--- src/rtl/rs232_rx_if.sv ---
// rs232_rx_if: receive-side result bus of the UART receiver.
// The master drives the received byte, its strobes and Busy. The slave consumes them.
interface rs232_rx_if;
    logic [7:0] RX_Data;
    logic       RX_Valid;
    logic       Framing_Error;
    logic       Parity_Error;
    logic       Busy;

    modport master (
        output RX_Data, RX_Valid, Framing_Error, Parity_Error, Busy
    );

    modport slave (
        input  RX_Data, RX_Valid, Framing_Error, Parity_Error, Busy
    );
endinterface

--- src/rtl/rs232_rx.sv ---
// rs232_rx: UART receiver that samples at mid-bit.
// Default frame is 8N1, LSB first, 868 USER_CLK cycles per bit.
// Defining RS232_RX_PARITY_EN turns the frame into 8E1 and adds a PARITY state.
// Reset is synchronous and active-high.
module rs232_rx #(
    parameter int CLKS_PER_BIT = 868,
    parameter int HALF_BIT     = 434
) (
    input  logic         USER_CLK,
    input  logic         Reset,
    input  logic         FPGA_SERIAL1_RX,
    rs232_rx_if.master   rx
);

`ifdef RS232_RX_PARITY_EN
    typedef enum logic [2:0] {IDLE, START, DATA, PARITY, STOP} state_t;
`else
    typedef enum logic [1:0] {IDLE, START, DATA, STOP} state_t;
`endif

    localparam logic [9:0] BIT_END  = 10'(CLKS_PER_BIT - 1);
    localparam logic [9:0] HALF_END = 10'(HALF_BIT - 1);

    state_t      state;
    logic [9:0]  cnt;
    logic [2:0]  bit_idx;
    logic [7:0]  shreg;
    logic        rx_m, rx_s, rx_q;
`ifdef RS232_RX_PARITY_EN
    logic        par_err;
`endif

    // Two-flop synchroniser plus one delayed copy for falling-edge detection.
    // All three flops reset high so that reset never looks like a start bit.
    always_ff @(posedge USER_CLK) begin
        if (Reset) begin
            rx_m <= 1'b1;
            rx_s <= 1'b1;
            rx_q <= 1'b1;
        end else begin
            rx_m <= FPGA_SERIAL1_RX;
            rx_s <= rx_m;
            rx_q <= rx_s;
        end
    end

    // Frame FSM with registered strobes. Every state entry clears the counter.
    always_ff @(posedge USER_CLK) begin
        if (Reset) begin
            state            <= IDLE;
            cnt              <= '0;
            bit_idx          <= '0;
            shreg            <= '0;
            rx.RX_Data       <= '0;
            rx.RX_Valid      <= 1'b0;
            rx.Framing_Error <= 1'b0;
            rx.Busy          <= 1'b0;
`ifdef RS232_RX_PARITY_EN
            rx.Parity_Error  <= 1'b0;
            par_err          <= 1'b0;
`endif
        end else begin
            rx.RX_Valid      <= 1'b0;
            rx.Framing_Error <= 1'b0;
`ifdef RS232_RX_PARITY_EN
            rx.Parity_Error  <= 1'b0;
`endif
            cnt <= cnt + 10'd1;
            case (state)
                IDLE: begin
                    cnt <= '0;
                    // Only a high-to-low transition starts a frame, so a held-low line (break) is ignored.
                    if (rx_q && !rx_s) begin
                        state   <= START;
                        rx.Busy <= 1'b1;
                    end
                end
                START: begin
                    if (cnt == HALF_END) begin
                        cnt <= '0;
                        if (!rx_s) begin
                            state   <= DATA;
                            bit_idx <= '0;
                        end else begin
                            // The line is high again at mid-start-bit, so treat it as a glitch and drop it silently.
                            state   <= IDLE;
                            rx.Busy <= 1'b0;
                        end
                    end
                end
                DATA: begin
                    if (cnt == BIT_END) begin
                        cnt     <= '0;
                        shreg   <= {rx_s, shreg[7:1]};
                        bit_idx <= bit_idx + 3'd1;
                        if (bit_idx == 3'd7) begin
`ifdef RS232_RX_PARITY_EN
                            state <= PARITY;
`else
                            state <= STOP;
`endif
                        end
                    end
                end
`ifdef RS232_RX_PARITY_EN
                PARITY: begin
                    if (cnt == BIT_END) begin
                        cnt     <= '0;
                        // Even parity: the data bits XORed with the parity bit must give 0.
                        par_err <= ^shreg ^ rx_s;
                        state   <= STOP;
                    end
                end
`endif
                STOP: begin
                    if (cnt == BIT_END) begin
                        // Leave at mid-stop-bit so that a start bit following immediately is still caught.
                        cnt     <= '0;
                        state   <= IDLE;
                        rx.Busy <= 1'b0;
                        if (!rx_s) begin
                            rx.Framing_Error <= 1'b1;
`ifdef RS232_RX_PARITY_EN
                        end else if (par_err) begin
                            rx.Parity_Error  <= 1'b1;
`endif
                        end else begin
                            rx.RX_Data  <= shreg;
                            rx.RX_Valid <= 1'b1;
                        end
                    end
                end
                default: begin
                    state   <= IDLE;
                    cnt     <= '0;
                    rx.Busy <= 1'b0;
                end
            endcase
        end
    end

`ifndef RS232_RX_PARITY_EN
    assign rx.Parity_Error = 1'b0;
`endif

endmodule

--- src/flat_wrapper.sv ---
// flat-port wrapper written by rule: the top's interface ports become plain ports
module rs232_rx_flat 
#(
    parameter int CLKS_PER_BIT = 868,
    parameter int HALF_BIT     = 434
)
  (USER_CLK, Reset, FPGA_SERIAL1_RX, rx_RX_Data, rx_RX_Valid, rx_Framing_Error, rx_Parity_Error, rx_Busy);
  rs232_rx_if rx_i ();
  input  logic USER_CLK;
  input  logic Reset;
  input  logic FPGA_SERIAL1_RX;
  output wire logic [$bits(rx_i.RX_Data)-1:0] rx_RX_Data;
  output wire logic [$bits(rx_i.RX_Valid)-1:0] rx_RX_Valid;
  output wire logic [$bits(rx_i.Framing_Error)-1:0] rx_Framing_Error;
  output wire logic [$bits(rx_i.Parity_Error)-1:0] rx_Parity_Error;
  output wire logic [$bits(rx_i.Busy)-1:0] rx_Busy;
  assign rx_RX_Data = rx_i.RX_Data;
  assign rx_RX_Valid = rx_i.RX_Valid;
  assign rx_Framing_Error = rx_i.Framing_Error;
  assign rx_Parity_Error = rx_i.Parity_Error;
  assign rx_Busy = rx_i.Busy;
  rs232_rx #(.CLKS_PER_BIT(CLKS_PER_BIT), .HALF_BIT(HALF_BIT)) u_core (.USER_CLK(USER_CLK), .Reset(Reset), .FPGA_SERIAL1_RX(FPGA_SERIAL1_RX), .rx(rx_i));
endmodule
--- config.mk ---
export PLATFORM = sky130hd
export DESIGN_NAME = rs232_rx_flat
export DESIGN_NICKNAME = d
export VERILOG_FILES = /design/src/rtl/rs232_rx_if.sv /design/src/rtl/rs232_rx.sv /design/src/flat_wrapper.sv
export SDC_FILE = /design/constraint.sdc
export NUM_CORES = 1
export LEC_CHECK = 0
export BUFFER_PORTS_ARGS = -buffer_cell sky130_fd_sc_hd__buf_2
export CAP_MARGIN = 0
export CORE_ASPECT_RATIO = 1.2
export CORE_MARGIN = 5
export CORE_UTILIZATION = 50
export CTS_CLUSTER_DIAMETER = 60
export DETAILED_ROUTE_END_ITERATION = 10
export GPL_TIMING_DRIVEN = 0
export PLACE_DENSITY = 0.7
export SYNTH_ARGS = -nofsm -noshare
export SYNTH_HDL_FRONTEND = slang
export SYNTH_SLANG_ARGS = --single-unit
export TNS_END_PERCENT = 50
--- constraint.sdc ---
create_clock -name USER_CLK -period 1.8 [get_ports USER_CLK]
set_clock_uncertainty 0.15 [all_clocks]
set_input_delay 0.09 -clock USER_CLK [delete_from_list [all_inputs] [get_ports USER_CLK]]
set_output_delay 0.09 -clock USER_CLK [all_outputs]
set_load 0.02 [all_outputs]
* After elaboration in Yosys (flattened, before gate mapping)
Cells that the tools add are included.
** Storage, ports and cells
- Register bits after elaboration :: 37
- Word-level logic and storage cells :: 61
- Bits of input ports :: 3
** Cells by class
- Muxes and demuxes :: 21
- $add $sub $neg :: 2
- Reduce and logical (&&, ||, !) cells :: 12
- Equality and inequality tests :: 13
- Bitwise logic cells :: 2
** Operators by type and width (count)
- one-hot mux 10 bit (3 select lines) :: 1
- two-way mux 10 bit :: 2
- two-way mux 2 bit :: 6
- inequality test 2 x 1 -> 1 bit (second input constant) :: 6
- adder 10 x 1 -> 10 bit (second input constant) :: 1
- == test 10 bit (second input constant) :: 1
- == test 10 x 9 -> 1 bit (second input constant) :: 1
- AND reduction 5 bit :: 2
- two-way mux 3 bit :: 3
- one-hot mux 2 bit (4 select lines) :: 1
- two-way mux 1 bit :: 6
- one-hot mux 3 bit (2 select lines) :: 1
- == test 2 bit (second input constant) :: 2
- AND reduction 4 bit :: 1
- adder 3 x 1 -> 3 bit (second input constant) :: 1
- == test 3 bit (second input constant) :: 1
- one-hot mux 1 bit (3 select lines) :: 1
- AND reduction 3 bit :: 1
- nonzero test 3 bit :: 1
- OR reduction 3 bit :: 1
- == test 2 x 1 -> 1 bit (second input constant) :: 1
- zero test 2 bit :: 1
- inequality test 2 bit (second input constant) :: 1
- inverter 1 bit :: 2
- 5 further kinds :: 5

* Depth between registers and ports, before layout
- Depth after elaboration :: 4
- Mapped depth :: 6
- Depth with buffers taken out :: 6

* Worst setup path before layout
OpenSTA, ideal clock, no wires.
- Path type :: register to register
- Start :: register u_core.cnt[2]
- End :: register u_core.rx.RX_Data[0]
- Period minus slack after synthesis :: 1.927 ns
- Arrival :: 1.649 ns
- Data required time :: 1.522 ns
- Cell stages (with the launch flop) :: 6
- Setup slack :: -0.127 ns
- Buffers on the path :: 1
- Path through :: dfxtp_1 > buf_6 > or3b_4 > nor4_4 > mux2i_1 > nor2_1
** Between the ends
- Word-level cells in the longest chain between the ends :: 2
** Ends and longest elaborated chain
- from (decl) :: RTL line rs232_rx.sv:25 : logic [9:0] cnt;
- from (signal assigned) :: RTL line rs232_rx.sv:68 : cnt <= cnt + 10'd1;
- == test 10 bit :: RTL line rs232_rx.sv:116 : if (cnt == BIT_END) begin
- AND reduction 3 bit (no source line)
- to (signal assigned) :: RTL line rs232_rx.sv:128 : rx.RX_Data <= shreg;
- to (decl) :: RTL line rs232_rx_if.sv:11 : output RX_Data, RX_Valid, Framing_Error, Parity_Error, Busy
Every way passes these cells.
A chain may end at the register's enable or synchronous reset.

* Worst setup path in the final report
- Start :: register u_core.cnt[2]
- End :: register u_core.rx.RX_Data[5]
Same word-level chain as after synthesis.

==> impl_metrics.toml <==
[status]
outcome = "complete, no violations"

[setup_path]
worstPathArrival_ps = 1870
endpoint_kind = "register"
worst_r2r_endpoint = "u_core.rx.RX_Data[5]"
r2r_cells = 5
criticalPathCategory = "reg2reg"
worstPathMaxFanout = 8
critPathRequiredTime_ps = 1880
regToRegStartpoint = "u_core.cnt[2]"
r2r_slack_ps = 10
start_kind = "register"

[sta]
min_period_ps = 1790
setup_viol = 0
rsz0062_at_grt = "yes"
clock.fmax_ghz = 0.560
final.period_utilization_pct = 99.2
maxSlewViolCount = 0
hold_viol_final = 0

[yosys]
ys_seq_area_share_pct = 47.6
syn_area_per_cell_sq_um = 8.95
synth-seq-cells = 37
synth_area_sq_um = 1560
yosys_warnings = 0
synthArstFlopShare_pct = 0
dominantRegCellSynth = "dfxtp_1"
postSynthCellCount = 174
ys_types = 38
synth-edff-count = 0
syn-num-nets = 181

[global_route]
grt_start_max_net_pins = 14
grt_util_all_layers_pct = 16.7
overflow = 0
grt_pass1_vias = 1359
grt_pass1_wl_mm = 5.58
grt_antenna_before_repair = 0

[finish]
nets = 204
mostFrequentLayoutCells = "dfxtp_1 (32), nor2_1 (23), nand2_1 (21)"
syn2layout_area_growth_pct = 19.8
fin_area_sq_um = 1860
final_util_pct = 61.6
drive_above_1_share_pct = 23.2
mostFrequentLayoutCell = "dfxtp_1"
instances_no_fill = 234
antenna_cells = 0

[power_and_ir_drop]
seqPwrFrac_pct = 62.9
combPwrFrac_pct = 3.7
power.switching_uw = 317
p_clk_share_pct = 33.4
power.density_nw_per_um2 = 704
leakage_uw = 0.000641
p_sw_share_pct = 24.2
power_uw = 1310
ir_drop_uv = 499
p_int_uw = 995

[detailed_routing]
routedWlPerCell_um = 13.8
post-route-drc-count = 0
final_antenna_net_count = 0
via_count = 1277
first_pass_iters = 4
vias_per_cell = 5.46
wl_mm = 3.22
drtIter0Drc = 54

[clock_network]
cts_tree = "yes"
clock_path_buffers = 2
h-tree-depth = 2
clk_latency_ps = 340
cts.sinks = 37
cts-root-buf = "clkbuf_4"
numCtsBuffers = 5
clk_pin_slew_ps = 110

[placed_design]
dp.cells = 222
portBuffers = 12
globalplace.congestion = 0.838
dp_hpwl_mm = 2.19
placed_cell_area_sq_um = 1680

[hold_path]
hold_depth = 1
whs_endpoint = "u_core.rx_s"
hold_class = "reg2reg"
hold_path_startpoint = "u_core.rx_m"

[floorplanning]
dieWidth_um = 60.9
dieArea_sq_um = 4330
fp.dieH_um = 71.1
initial_core_util_pct = 51.4
ioPinCount = 15
num_rows = 22
core_area_sq_um = 3030

[flow_run]
drv_cap = 0
power groups by stage:
stage	Clock, uW	Sequential, uW	Combinational [uW]
final	438	826	48.4
after floorplan	0	848	26.0
after CTS	454	828	41.9
after global routing	495	827	53.8
after global placement	0	847	34.9
after detailed placement	0	847	36.8
synthesized netlist by cell type (2+ instances only):
| cell type | n | area, sq um |
|---|---|---|
| dfxtp_1 | 37 | 741 |
| inv_1 | 4 | 15.0 |
| a31oi_1 | 2 | 12.5 |
| and2_1 | 2 | 12.5 |
| or2_2 | 3 | 18.8 |
| nand2b_1 | 2 | 12.5 |
| nor2_1 | 23 | 86.3 |
| ha_1 | 4 | 50.1 |
| mux2i_1 | 8 | 80.1 |
| xor2_1 | 2 | 17.5 |
| clkbuf_1 | 7 | 26.3 |
| nand3_1 | 9 | 45.0 |
| xnor2_1 | 6 | 52.6 |
| nand4_1 | 3 | 18.8 |
| nor3_1 | 5 | 25.0 |
| nand2_1 | 21 | 78.8 |
| nor2b_1 | 2 | 12.5 |
| a21oi_1 | 14 | 70.1 |
cell families after synthesis:
group                      share of synthesized area, %
xor gates and xnor gates                           4.50
AOI/OAI and AO/OA                                  8.60
muxes                                              5.14
other                                             0.241
adders and majority gates                          3.22
buffers and inverters                              3.86
and+or+nand+nor                                    26.8
DFF                                                47.6
per-layer routing:
layer | routed length, um | global-route usage (%)
met5 | 0 | 0
met4 | 74 | 7.71
met3 | 109 | 4.93
met2 | 1690 | 28.2
met1 | 1340 | 18.8
state kept, by name, indices dropped and copies added (netlist names), named ones only:
register	count
u_core.rx_q	1
u_core.rx.Busy	1
u_core.rx.Framing_Error	1
u_core.rx.RX_Data	8
u_core.shreg	8
u_core.bit_idx	3
u_core.rx_s	1
u_core.rx_m	1
u_core.state	1
u_core.rx.RX_Valid	1
u_core.cnt	10
how the worst max path moves through the flow:
stage,from,endpoint,depth (start not counted),slack [ps]
floorplan,u_core.cnt[2],u_core.rx.RX_Data[0],5,9
global placement,u_core.cnt[0],u_core.cnt[7],5,-280
detailed placement,u_core.cnt[0],u_core.cnt[9],5,-390
CTS,u_core.cnt[0],u_core.cnt[9],5,3
global route,u_core.cnt[2],u_core.rx.RX_Data[7],5,-40
finish,u_core.cnt[2],u_core.rx.RX_Data[5],5,10
worst max-delay path, stage by stage, from the launching register on:
cell and delay, ps:
dfxtp_4 400, or3b_4 420, nor4_4 270, buf_12 180, mux2i_1 210, nor2_1 50
cell type report:
type                       instances  area [sq um]
buffer                             8          41.3
clock buffer                       5          37.5
clock inverter                     3          21.3
fill                             276          1160
inverter                           4          15.0
multi-input combinational        125           845
sequential                        37           752
tap                               36          45.0
timing repair buffer              16           108
per-stage QoR:
step	setup slack, ps	hold slack (ps)	TNS (ps)
3_3_place_gp	-281	122	-4750
6_report	13.9	285	0
4_1_cts	3.39	291	0
2_1_floorplan	9.41	43.8	0
5_1_grt	-44.6	306	-127
3_5_place_dp	-386	145	-6200
what timing repair did:
action / in CTS / in global routing
pin swaps: 2 / 3
endpoints found under the setup margin: 28 / 28
endpoints found under the hold margin: 2 / 0
hold buffers: 2 / 0
resized for setup: 6 / 17
gates cloned: 0 / 1
setup buffers: 1 / 1
(Power assumes the default switching activity.)
